File: config.mk
export PLATFORM = sky130hd
export DESIGN_NAME = vend_change_disp_flat
export DESIGN_NICKNAME = d
export VERILOG_FILES = /design/src/rtl/vend_pkg.sv /design/src/rtl/vend_change_disp_if.sv /design/src/rtl/vend_ack_timer.sv /design/src/rtl/vend_change_disp.sv /design/src/flat_wrapper.sv
export SDC_FILE = /design/constraint.sdc
export NUM_CORES = 1
export LEC_CHECK = 0
export CELL_PAD_IN_SITES_DETAIL_PLACEMENT = 0
export CELL_PAD_IN_SITES_GLOBAL_PLACEMENT = 1
export CORE_AREA = 2 2 45 64
export CTS_CLUSTER_DIAMETER = 150
export DETAILED_ROUTE_END_ITERATION = 6
export DIE_AREA = 0 0 47 66
export HOLD_SLACK_MARGIN = 0.12
export PLACE_DENSITY_LB_ADDON = 0.3
export SLEW_MARGIN = 20
export SYNTH_ARGS = -nofsm -noshare
export SYNTH_HDL_FRONTEND = slang
export SYNTH_HIERARCHICAL = 1
export SYNTH_SLANG_ARGS = --single-unit
File: constraint.sdc
create_clock -name clk -period 4.5 [get_ports clk]
set_input_delay 0.9 -clock clk [delete_from_list [all_inputs] [get_ports clk]]
set_output_delay 0.9 -clock clk [all_outputs]
set_load 0.05 [all_outputs]
File: src/rtl/vend_pkg.sv
// Shared definitions for the vending datapath: coin values, coin codes and FSM states.
package vend_pkg;

  localparam int unsigned NICKEL_V  = 1;
  localparam int unsigned DIME_V    = 2;
  localparam int unsigned QUARTER_V = 5;

  typedef enum logic [1:0] {
    CoinNone = 2'd0,
    CoinN    = 2'd1,
    CoinD    = 2'd2,
    CoinQ    = 2'd3
  } coin_e;

  typedef enum logic [2:0] {
    StIdle = 3'd0,
    StSel  = 3'd1,
    StFire = 3'd2,
    StWait = 3'd3,
    StFin  = 3'd4
  } state_e;

  function automatic int unsigned coin_value(coin_e c);
    case (c)
      CoinQ:   return QUARTER_V;
      CoinD:   return DIME_V;
      CoinN:   return NICKEL_V;
      default: return 0;
    endcase
  endfunction

endpackage

File: src/rtl/vend_change_disp_if.sv
// Request, tube-sensor and hopper handshake bundle for the change dispenser.
interface vend_change_disp_if #(
  parameter int unsigned AMT_W = 4
) ();

  logic             req;
  logic [AMT_W-1:0] amt;
  logic             q_empty;
  logic             d_empty;
  logic             n_empty;
  logic             hop_ack;
  logic             busy;
  logic             pay_q;
  logic             pay_d;
  logic             pay_n;
  logic             done;
  logic             short;
  logic [AMT_W-1:0] remain;

  modport master (
    output req, amt, q_empty, d_empty, n_empty, hop_ack,
    input  busy, pay_q, pay_d, pay_n, done, short, remain
  );

  modport slave (
    input  req, amt, q_empty, d_empty, n_empty, hop_ack,
    output busy, pay_q, pay_d, pay_n, done, short, remain
  );

endinterface

File: src/rtl/vend_ack_timer.sv
// Clear/enable up-counter; tc flags the enabled cycle whose increment reaches Limit-1.
module vend_ack_timer #(
  parameter int unsigned Limit = 16
) (
  input  logic clk,
  input  logic reset,
  input  logic clr,
  input  logic en,
  output logic tc
);

  localparam int unsigned CntW = (Limit > 2) ? $clog2(Limit) : 1;

  logic [CntW-1:0] cnt_q;

  always_ff @(posedge clk) begin
    if (reset || clr) begin
      cnt_q <= '0;
    end else if (en) begin
      cnt_q <= cnt_q + CntW'(1);
    end
  end

  // Caller qualifies with its own enable; this keeps tc free of a combinational path from en.
  assign tc = (cnt_q == CntW'(Limit - 2));

endmodule

File: src/rtl/vend_change_disp.sv
// Greedy coin-by-coin change payout through a three-tube hopper with per-coin ack timeout.
module vend_change_disp
  import vend_pkg::*;
#(
  parameter int unsigned AMT_W  = 4,
  parameter int unsigned ACK_TO = 16
) (
  input logic               clk,
  input logic               reset,
  vend_change_disp_if.slave bus
);

  state_e           state_q, state_d;
  coin_e            coin_q, coin_d;
  logic [AMT_W-1:0] rem_q, rem_d;
  logic             tmr_clr;
  logic             tmr_en;
  logic             tmr_tc;

  vend_ack_timer #(
    .Limit (ACK_TO)
  ) u_ack_timer (
    .clk   (clk),
    .reset (reset),
    .clr   (tmr_clr),
    .en    (tmr_en),
    .tc    (tmr_tc)
  );

  always_ff @(posedge clk) begin
    if (reset) begin
      state_q <= StIdle;
      coin_q  <= CoinNone;
      rem_q   <= '0;
    end else begin
      state_q <= state_d;
      coin_q  <= coin_d;
      rem_q   <= rem_d;
    end
  end

  always_comb begin
    state_d = state_q;
    coin_d  = coin_q;
    rem_d   = rem_q;
    tmr_clr = 1'b0;
    tmr_en  = 1'b0;
    unique case (state_q)
      StIdle: begin
        if (bus.req) begin
          rem_d   = bus.amt;
          state_d = StSel;
        end
      end
      StSel: begin
        // Guards guarantee rem >= coin value, so the later subtraction cannot underflow.
        if (rem_q >= AMT_W'(QUARTER_V) && !bus.q_empty) begin
          coin_d  = CoinQ;
          state_d = StFire;
        end else if (rem_q >= AMT_W'(DIME_V) && !bus.d_empty) begin
          coin_d  = CoinD;
          state_d = StFire;
        end else if (rem_q >= AMT_W'(NICKEL_V) && !bus.n_empty) begin
          coin_d  = CoinN;
          state_d = StFire;
        end else begin
          coin_d  = CoinNone;
          state_d = StFin;
        end
      end
      StFire: begin
        tmr_clr = 1'b1;
        state_d = StWait;
      end
      StWait: begin
        if (bus.hop_ack) begin
          rem_d   = rem_q - AMT_W'(coin_value(coin_q));
          state_d = StSel;
        end else begin
          tmr_en = 1'b1;
          if (tmr_tc) begin
            state_d = StFin;
          end
        end
      end
      StFin: begin
        state_d = StIdle;
      end
      default: begin
        state_d = StIdle;
      end
    endcase
  end

  always_comb begin
    bus.busy   = (state_q != StIdle);
    bus.pay_q  = 1'b0;
    bus.pay_d  = 1'b0;
    bus.pay_n  = 1'b0;
    bus.done   = 1'b0;
    bus.short  = 1'b0;
    bus.remain = '0;
    if (state_q == StFire) begin
      bus.pay_q = (coin_q == CoinQ);
      bus.pay_d = (coin_q == CoinD);
      bus.pay_n = (coin_q == CoinN);
    end
    if (state_q == StFin) begin
      bus.done   = 1'b1;
      bus.short  = (rem_q != '0);
      bus.remain = rem_q;
    end
  end

endmodule

File: src/flat_wrapper.sv
// flat-port wrapper written by rule: the top's interface ports become plain ports
module vend_change_disp_flat import vend_pkg::*;
#(
  parameter int unsigned AMT_W  = 4,
  parameter int unsigned ACK_TO = 16
)
  (clk, reset, bus_req, bus_amt, bus_q_empty, bus_d_empty, bus_n_empty, bus_hop_ack, bus_busy, bus_pay_q, bus_pay_d, bus_pay_n, bus_done, bus_short, bus_remain);
  vend_change_disp_if #(.AMT_W(AMT_W)) bus_i ();
  input logic clk;
  input logic reset;
  input wire logic [$bits(bus_i.req)-1:0] bus_req;
  input wire logic [$bits(bus_i.amt)-1:0] bus_amt;
  input wire logic [$bits(bus_i.q_empty)-1:0] bus_q_empty;
  input wire logic [$bits(bus_i.d_empty)-1:0] bus_d_empty;
  input wire logic [$bits(bus_i.n_empty)-1:0] bus_n_empty;
  input wire logic [$bits(bus_i.hop_ack)-1:0] bus_hop_ack;
  output wire logic [$bits(bus_i.busy)-1:0] bus_busy;
  output wire logic [$bits(bus_i.pay_q)-1:0] bus_pay_q;
  output wire logic [$bits(bus_i.pay_d)-1:0] bus_pay_d;
  output wire logic [$bits(bus_i.pay_n)-1:0] bus_pay_n;
  output wire logic [$bits(bus_i.done)-1:0] bus_done;
  output wire logic [$bits(bus_i.short)-1:0] bus_short;
  output wire logic [$bits(bus_i.remain)-1:0] bus_remain;
  assign bus_i.req = bus_req;
  assign bus_i.amt = bus_amt;
  assign bus_i.q_empty = bus_q_empty;
  assign bus_i.d_empty = bus_d_empty;
  assign bus_i.n_empty = bus_n_empty;
  assign bus_i.hop_ack = bus_hop_ack;
  assign bus_busy = bus_i.busy;
  assign bus_pay_q = bus_i.pay_q;
  assign bus_pay_d = bus_i.pay_d;
  assign bus_pay_n = bus_i.pay_n;
  assign bus_done = bus_i.done;
  assign bus_short = bus_i.short;
  assign bus_remain = bus_i.remain;
  vend_change_disp #(.AMT_W(AMT_W), .ACK_TO(ACK_TO)) u_core (.clk(clk), .reset(reset), .bus(bus_i));
endmodule
# --- After elaboration in Yosys (flattened, before gate mapping) ---
# Cells that the tools add are included.
totals:
  ff_bits: 13
  in_bits: 11
op_classes:
  n_addsub: 2
  order_cmp: 3
  eq_ne: 11
  mux: 25
  n_reduce_logical: 13
op_table:
  columns: ["op", "count"]
  rows:
  - ["2-to-1 mux 4 bit", 5]
  - ["2-to-1 mux 3 bit", 6]
  - ["case mux 3 bit (4 select lines)", 1]
  - ["2-to-1 mux 1 bit", 9]
  - ["case mux 3 bit (3 select lines)", 1]
  - ["case mux 4 bit (2 select lines)", 1]
  - ["== test 3 x 2 -> 1 bit, second input constant", 2]
  - ["adder 4 x 1 -> 4 bit, second input constant", 1]
  - ["== test 2 bit, second input constant", 2]
  - ["== test 4 bit, second input constant", 1]
  - [">= comparator 4 x 1 -> 1 bit, second input constant", 1]
  - [">= comparator 4 x 2 -> 1 bit, second input constant", 1]
  - [">= comparator 4 x 3 -> 1 bit, second input constant", 1]
  - ["2-to-1 mux 2 bit", 2]
  - ["inequality test 2 bit, second input constant", 2]
  - ["nonzero test 4 bit", 1]
  - ["subtractor 4 bit", 1]
  - ["== test 3 x 1 -> 1 bit, second input constant", 1]
  - ["== test 3 bit, second input constant", 1]
  - ["logical AND 1 bit", 3]
  - ["logical NOT 1 bit", 3]
  - ["logical NOT 3 bit", 1]
  - ["inequality test 3 x 2 -> 1 bit, second input constant", 1]
  - ["AND reduction 3 bit", 1]
  - ["other kinds (5)", 5]

# --- Longest topological paths before layout ---
# Gate-level depths: netlist of run 1.
logic_depth:
  word_depth: 7
  ltp_mapped: 7
  depth_no_buf: 7

# --- Hierarchy ---
# Netlist of run 1, hierarchy kept.
by_module_without_submodules:
  columns: ["module", "instances", "cells_per_inst", "area_per_inst_um2", "seq_area_each_um2"]
  rows:
  - ["vend_change_disp", 1, 95, 721.9, 180.2]
  - ["vend_ack_timer", 1, 20, 197.7, 80.1]

# --- Worst setup path after synthesis of run 1 ---
# Ideal clock, no wire load.
synth_timing:
  path_kind: "register to output"
  start: "register u_core.state_q[2]"
  end: "output bus_short"
  t_arrival_ns: 2.303
  t_required_ns: 3.600
  slack_ns: 1.297
  path_stages_with_launch: 4
  cell_sequence: "dfxtp_1 clkbuf_1 and2_1 a21boi_0"
synth_via:
  elab_chain_cells: 2
synth_lines:
  columns: ["element", "line_no", "source"]
  rows:
  - ["start, declared", "vend_change_disp.sv:13", "state_e state_q, state_d;"]
  - ["start signal, assigned", "vend_change_disp.sv:32", "state_q <= StIdle;"]
  - ["start signal, assigned", "vend_change_disp.sv:36", "state_q <= state_d;"]
  - ["== test 3 bit", "vend_change_disp.sv:108", "if (state_q == StFin) begin"]
  - ["2-to-1 mux 1 bit", "vend_change_disp.sv:108", null]
  - ["end, declared", "flat_wrapper.sv:22", "output wire logic [$bits(bus_i.short)-1:0] bus_short;"]
# Every way passes these cells.

# --- Worst setup path in the final report of run 1 ---
layout_timing:
  start: "register u_core.state_q[1]"
  end: "output bus_pay_n"
layout_via:
  elab_chain_cells: 2
layout_lines:
  columns: ["element", "line_no", "source"]
  rows:
  - ["== test 3 x 2 -> 1 bit", "vend_change_disp.sv:103", "if (state_q == StFire) begin"]
  - ["2-to-1 mux 1 bit", "vend_change_disp.sv:103", null]
  - ["end, declared", "flat_wrapper.sv:20", "output wire logic [$bits(bus_i.pay_n)-1:0] bus_pay_n;"]
# Every way passes these cells.

==> metrics.txt, run 1 <==
status=complete, no violations; number of buffers created by CTS=3; Final Max Tran Viols=0; number of hold-repair buffers added at the cts stage=0; library cells used by synthesis=40; number of sinks on the clock net=13; maximum number of pins on one net before global-route repair=14; Critical Path Source Type=flop; leakage=0.465 nW; number of enable flip-flop cells after synthesis=0; worst slew margin relative to its limit=0.662; smallest setup slack after layout=1.28 ns; area of the multi-input gates=586 um2; via count of the first global-routing pass=800; Worst Path Max Fanout=12; DRT antenna net count=0; most numerous cell types in the synthesized netlist=sky130_fd_sc_hd__nor2_1, sky130_fd_sc_hd__dfxtp_1, sky130_fd_sc_hd__inv_1; RSZ-0062 raised after global routing=false; Switching Power=around 0.12 mW; number of inserted filler cells in the final layout=276; average wire length per cell after detail routing=around 12 um; Post-Route WL=2000 um; Die Span Y=66 um; worst setup path class=flop to output port; critical path data required time=3.60 ns; Peak Freq=310 MHz; number of warnings reported in the yosys synthesis log=6; element type at the critical path end=output port; sequential share of power=0.424; arrival time of the worst setup path=2.32 ns; total nets after synthesis=132; number of search-and-repair iterations in the first detailed-routing pass=4; dominant register cell in the synthesized netlist=sky130_fd_sc_hd__dfxtp_1; top cell type's share of synthesized area=0.283; Register Area=260 um2; IR drop worst, VDD=approximately 0.17 mV; number of max-cap violations=0; DP Cell Count=165; final weighted congestion of routability-driven global placement=0.748; Yosys top cell by area=sky130_fd_sc_hd__dfxtp_1; Post-CTS Setup Inserts=0; grt ovf=0; clock latency on the worst-skew pair=roughly 0.27 ns; design internal power=0.214 mW; post-CTS sizing=0; global-route wire length before repair=3590 um; switching share of total power=0.368; clock slew at the register clock pins of the worst setup and hold paths=about 0.08 ns; fraction of the yosys area taken by sequential cells=0.283; class of the tightest hold or removal check=flop to flop; min Tclk post-route=3.22 ns; number of vias per cell after detailed routing=5.09; initial antenna violation count=0; Core Area=2530 um2; root buffer selected by CTS=sky130_fd_sc_hd__clkbuf_4; worst clock skew on the final layout=0.00295 ns; synthesis-to-layout area growth=24.4%; Via Count=860; maximum clock insertion buffer count=2; count of placed standard cells in the final layout, fillers left out=169; leading cell type by number of instances after synthesis=sky130_fd_sc_hd__nor2_1; share of power burned in the clock network=0.218; half-perimeter wire length of the detailed placement result=1600 um; final hold viol count=0; Post-synth ARST share=0; number of nets in the final layout=between 150 and 200; Fin Setup TNS=0 ns; CTS tree=built; post-route fraction of the period consumed by the critical path=0.716; Tot GR Track Use=0.157; number of flip-flops and latches in the synthesized netlist=13; number of inserted diodes=0; num ports=21; DIE AREA=3100 um2; H-tree lvl count=1; average cell area after synthesis=8.00 um2; top cells by area, synth=sky130_fd_sc_hd__dfxtp_1, sky130_fd_sc_hd__nor2_1, sky130_fd_sc_hd__ha_1, sky130_fd_sc_hd__and3_1, sky130_fd_sc_hd__a21oi_1; Finish-stage setup viols=0; post-route standard cell area excluding fillers=1140 um2; Comb pwr share=0.358; instance area at placement=1120 um2; DRC violation total after the first TritonRoute iteration=40; Synth Instances=115; die extent in x=47 um; post-synthesis cell area=920 um2; count of unresolved DRC violations after routing=0; Placement Setup Slack=1.58 ns; fraction of layout instances using a drive strength above 1=0.0602; P per Cell Area=296 nW/um2; initial cell density of the core=0.363; number of buffers inserted by port buffering=20; number of rows created at floorplan=22; worst slew pin tran=0.503 ns
## cell families (layout without fill, tap and decap cells)
| kind of cell | count (synthesis) | in the layout | share of synthesized area |
|---|---|---|---|
| flip-flops | 13 | 13 | 0.283 |
| buffers and inverters | 13 | 31 | 0.0803 |
| AO/OA/AOI/OAI | 24 | 24 | 0.196 |
| multiplexers | 2 | 2 | 0.0231 |
| XOR/XNOR | 2 | 2 | 0.0191 |
| adder cells (fa/ha/maj) | 6 | 6 | 0.0898 |
| AND/OR/NAND/NOR | 55 | 55 | 0.309 |
## final timing paths
| path | cells after the start | startpoint | slack [ns] | endpoint |
|---|---|---|---|---|
| setup / recovery | 3 | u_core/state_q[1] | 1.28 | bus_pay_n |
| setup reg to reg | 4 | u_core/state_q[1] | 2.50 | u_core/u_ack_timer/cnt_q[3] |
| hold / removal | 2 | u_core/coin_q[1] | 0.53 | u_core/coin_q[1] |
| hold reg to reg | 2 | u_core/coin_q[1] | 0.53 | u_core/coin_q[1] |
## stage by stage
stage	hold slack [ns]	utilization	power [mW]
4_1_cts	0.528	0.452	0.345
5_1_grt	0.567	0.452	0.370
3_5_place_dp	0.514	0.441	0.269
6_report	0.527	0.452	0.339
2_1_floorplan	0.487	-	0.237
3_3_place_gp	0.499	0.441	0.267
## sequential cells by signal, summed over array words and instances (netlist names)
register / count
u_core/rem_q: 4
u_core/u_ack_timer/cnt_q: 4
u_core/state_q: 3
u_core/coin_q: 2
## metal layers
metal | up-vias | global-route usage | wire [um]
met1 | 403 | 0.196 | 876
li1 | 435 | - | -
met3 | 2 | 0.0191 | 94
met5 | - | 0 | 0
met4 | 0 | 0.0521 | 13
met2 | 20 | 0.267 | 1020
## power by group through the flow
stage | Sequential, mW | Clock, mW | Combinational [mW]
floorplan | 0.138 | 0 | 0.0991
global placement | 0.146 | 0 | 0.121
detailed placement | 0.146 | 0 | 0.123
CTS | 0.144 | 0.0776 | 0.124
global route | 0.147 | 0.0824 | 0.140
finish | 0.144 | 0.0737 | 0.121
## placed cells by master (no fill, tap or decap), drive strengths merged, types with 2 or more instances in the layout
cell type and instances:
nor3b 3, nor3 6, a211oi 4, o21ai 3
nand3 2, or3b 2, nor2 22, and3 5
nand2 4, nand2b 4, nand3b 2, a21oi 7
a21boi 2, ha 5, or3 2, inv 7
dfxtp 13, clkdlybuf4s50 20, o31a 2, clkbuf 4
## worst max-delay path: stages (launching register included)
cell	delay, ns
sky130_fd_sc_hd__dfxtp_1	0.53
sky130_fd_sc_hd__or3b_1	0.47
sky130_fd_sc_hd__nor3b_1	0.22
sky130_fd_sc_hd__clkdlybuf4s50_1	0.83
## final cells by class
class / count / area share
Clock buffer: 4 / 0.0230
Inverter: 7 / 0.0230
Timing Repair Buffer: 20 / 0.175
Sequential cell: 13 / 0.228
Tap cell: 36 / 0.0394
Multi-Input combinational cell: 89 / 0.512
Note: power is estimated with default switching activity, not from simulation.
==> run 2, diff against run 1 <==
--- a/config.mk
+++ b/config.mk
@@ -7,10 +7,10 @@
 export LEC_CHECK = 0
 export CELL_PAD_IN_SITES_DETAIL_PLACEMENT = 0
 export CELL_PAD_IN_SITES_GLOBAL_PLACEMENT = 1
-export CORE_AREA = 2 2 45 64
+export CORE_AREA = 2 2 49 69
 export CTS_CLUSTER_DIAMETER = 150
 export DETAILED_ROUTE_END_ITERATION = 6
-export DIE_AREA = 0 0 47 66
+export DIE_AREA = 0 0 51 71
 export HOLD_SLACK_MARGIN = 0.12
 export PLACE_DENSITY_LB_ADDON = 0.3
 export SLEW_MARGIN = 20
==> constraint.sdc (replaced) <==
create_clock -name clk -period 2.9 [get_ports clk]
set_input_delay 0.58 -clock clk [delete_from_list [all_inputs] [get_ports clk]]
set_output_delay 0.58 -clock clk [all_outputs]
set_load 0.05 [all_outputs]
==> run 2 against run 1 <==
Against the previous run: setup slack got worse by 1.1 ns; critical path depth did not move; total power rose by 70%; highest routed layer is now met3; largest cell class unchanged; worst hold slack worse by 0.0084 ns; largest power group unchanged; sequential power rose by 56%; clock-buffer cell count did not move; cell count up 2.4%; sequential cell count unchanged.
==> metrics.txt, run 2 (synthesis results as in run 1) <==
post-route fraction of the period consumed by the critical path=0.937; worst setup path class=flop to output port; DP Cell Count=169; via count of the first global-routing pass=a little under 800; wire length on met1=just under 900 um; class of the tightest hold or removal check=flop to flop; Final Max Tran Viols=0; Worst Path Max Fanout=12; RSZ-0062 raised after global routing=false; Post-Route WL=2100 um; worst path cell trace=or3b_1 > nor2_1 > clkdlybuf4s50_1; number of inserted diodes=0; worst slew margin relative to its limit=0.666; sum of internal, switching and leakage power=0.577 mW; P per Cell Area=slightly below 500 nW/um2; leading cell type in the layout, fill and taps excluded=sky130_fd_sc_hd__nor2_1; Post-CTS Setup Inserts=0; IR drop worst, VDD=0.335 mV; worst clock skew on the final layout=0.00215 ns; DRC violation total after the first TritonRoute iteration=17; number of max-cap violations=0; post-CTS sizing=0; maximum clock insertion buffer count=2; number of sinks on the clock net=13; met2 wirelength from detailed routing=about 1100 um; number of rows created at floorplan=24; number of inserted filler cells in the final layout=327; synthesis-to-layout area growth=27.3%; count of unresolved DRC violations after routing=0; top metal layer carrying routed signals=met3; smallest setup slack after layout=~0.18 ns; half-perimeter wire length of the detailed placement result=1700 um; DIE AREA=3620 um2; number of buffers inserted by port buffering=20; leakage=0.480 nW; critical path data required time=roughly 2.3 ns; final weighted congestion of routability-driven global placement=about 0.75; arrival time of the worst setup path=2.14 ns; Tot GR Track Use=0.123; Finish-stage setup viols=0; hold_ws=0.518 ns; maximum number of pins on one net before global-route repair=14; number of vias per cell after detailed routing=between 4 and 5; cell with the biggest individual delay on the critical path=sky130_fd_sc_hd__clkdlybuf4s50_1; post-route standard cell area excluding fillers=about 1200 um2; Via Count=~840; die extent in x=51 um; Core Area=3030 um2; num ports=21; status=complete, no violations; initial antenna violation count=0; Met3 Routed Length=83 um; H-tree lvl count=1; CTS tree=built; Fin Setup TNS=0 ns; cell type group with the largest total delay on the critical path=buffers and inverters; most frequent cells in the layout=sky130_fd_sc_hd__nor2_1, sky130_fd_sc_hd__clkdlybuf4s50_1, sky130_fd_sc_hd__dfxtp_1; root buffer selected by CTS=sky130_fd_sc_hd__clkbuf_8; fraction of layout instances using a drive strength above 1=0.0746; number of nets in the final layout=152; Placement Setup Slack=0.426 ns; min Tclk post-route=2.72 ns; Buf/Inv on CP=1; number of buffers created by CTS=3; Critical Path Source Type=flop; DRT antenna net count=0; clock latency on the worst-skew pair=between 0.2 and 0.25 ns; number of search-and-repair iterations in the first detailed-routing pass=3; R2R setup slack=0.91 ns; clock slew at the register clock pins of the worst setup and hold paths=0.06 ns; final hold viol count=0; worst slew pin tran=0.499 ns; number of hold-repair buffers added at the cts stage=0; count of placed standard cells in the final layout, fillers left out=about 170; Regs by FF count=u_core/rem_q: 4 flops, u_core/u_ack_timer/cnt_q: 4 flops, u_core/state_q: 3 flops; post-layout utilization of the core=0.386; initial cell density of the core=0.303; Peak Freq=368 MHz; Crit path largest cell delay=0.80 ns; element type at the critical path end=output port; Die Span Y=71 um; grt ovf=0; average wire length per cell after detail routing=12.2 um; instance area at placement=1130 um2; global-route wire length before repair=3410 um
run 2: changes by cell type in the layout (fill, tap and decap cells not counted), sizes merged:
| cell | change |
|---|---|
| buf | +2 |
| clkdlybuf4s50 | -1 |
run 2: cell type report:
cell class	instances	area, um2	area share
Sequential cell	13	260	0.222
Inverter	7	26.3	0.0224
Timing Repair Buffer	21	205	0.175
Tap cell	39	48.8	0.0417
Clock buffer	4	45.0	0.0385
Multi-Input combinational cell	89	586	0.500
run 2: per-layer routing:
metal | vias to the layer above | GRT usage
met4 | 0 | 0.0270
met3 | 0 | 0.0211
li1 | 437 | -
met1 | 388 | 0.144
met2 | 16 | 0.227
met5 | - | 0
run 2: worst reg2reg max path, cell delays in order (launching register included):
cell and delay, ns:
sky130_fd_sc_hd__dfxtp_1 0.51, sky130_fd_sc_hd__nand3b_1 0.42, sky130_fd_sc_hd__nor2_1 0.46, sky130_fd_sc_hd__nand4_1 0.16, sky130_fd_sc_hd__mux2_1 0.33
run 2: final timing paths:
path / start / cells past startpoint / endpoint
worst max-delay path: u_core/state_q[1] / 3 / bus_pay_q
worst min-delay path: u_core/u_ack_timer/cnt_q[1] / 2 / u_core/u_ack_timer/cnt_q[1]
worst max register to register: u_core/state_q[1] / 4 / u_core/u_ack_timer/cnt_q[3]
worst min register to register: u_core/u_ack_timer/cnt_q[1] / 2 / u_core/u_ack_timer/cnt_q[1]
run 2: report_power, final:
group / switching (mW) / internal, mW
Sequential: 0.0280 / 0.196
Clock: 0.0625 / 0.0969
Combinational: 0.106 / 0.0874
Total: 0.197 / 0.381
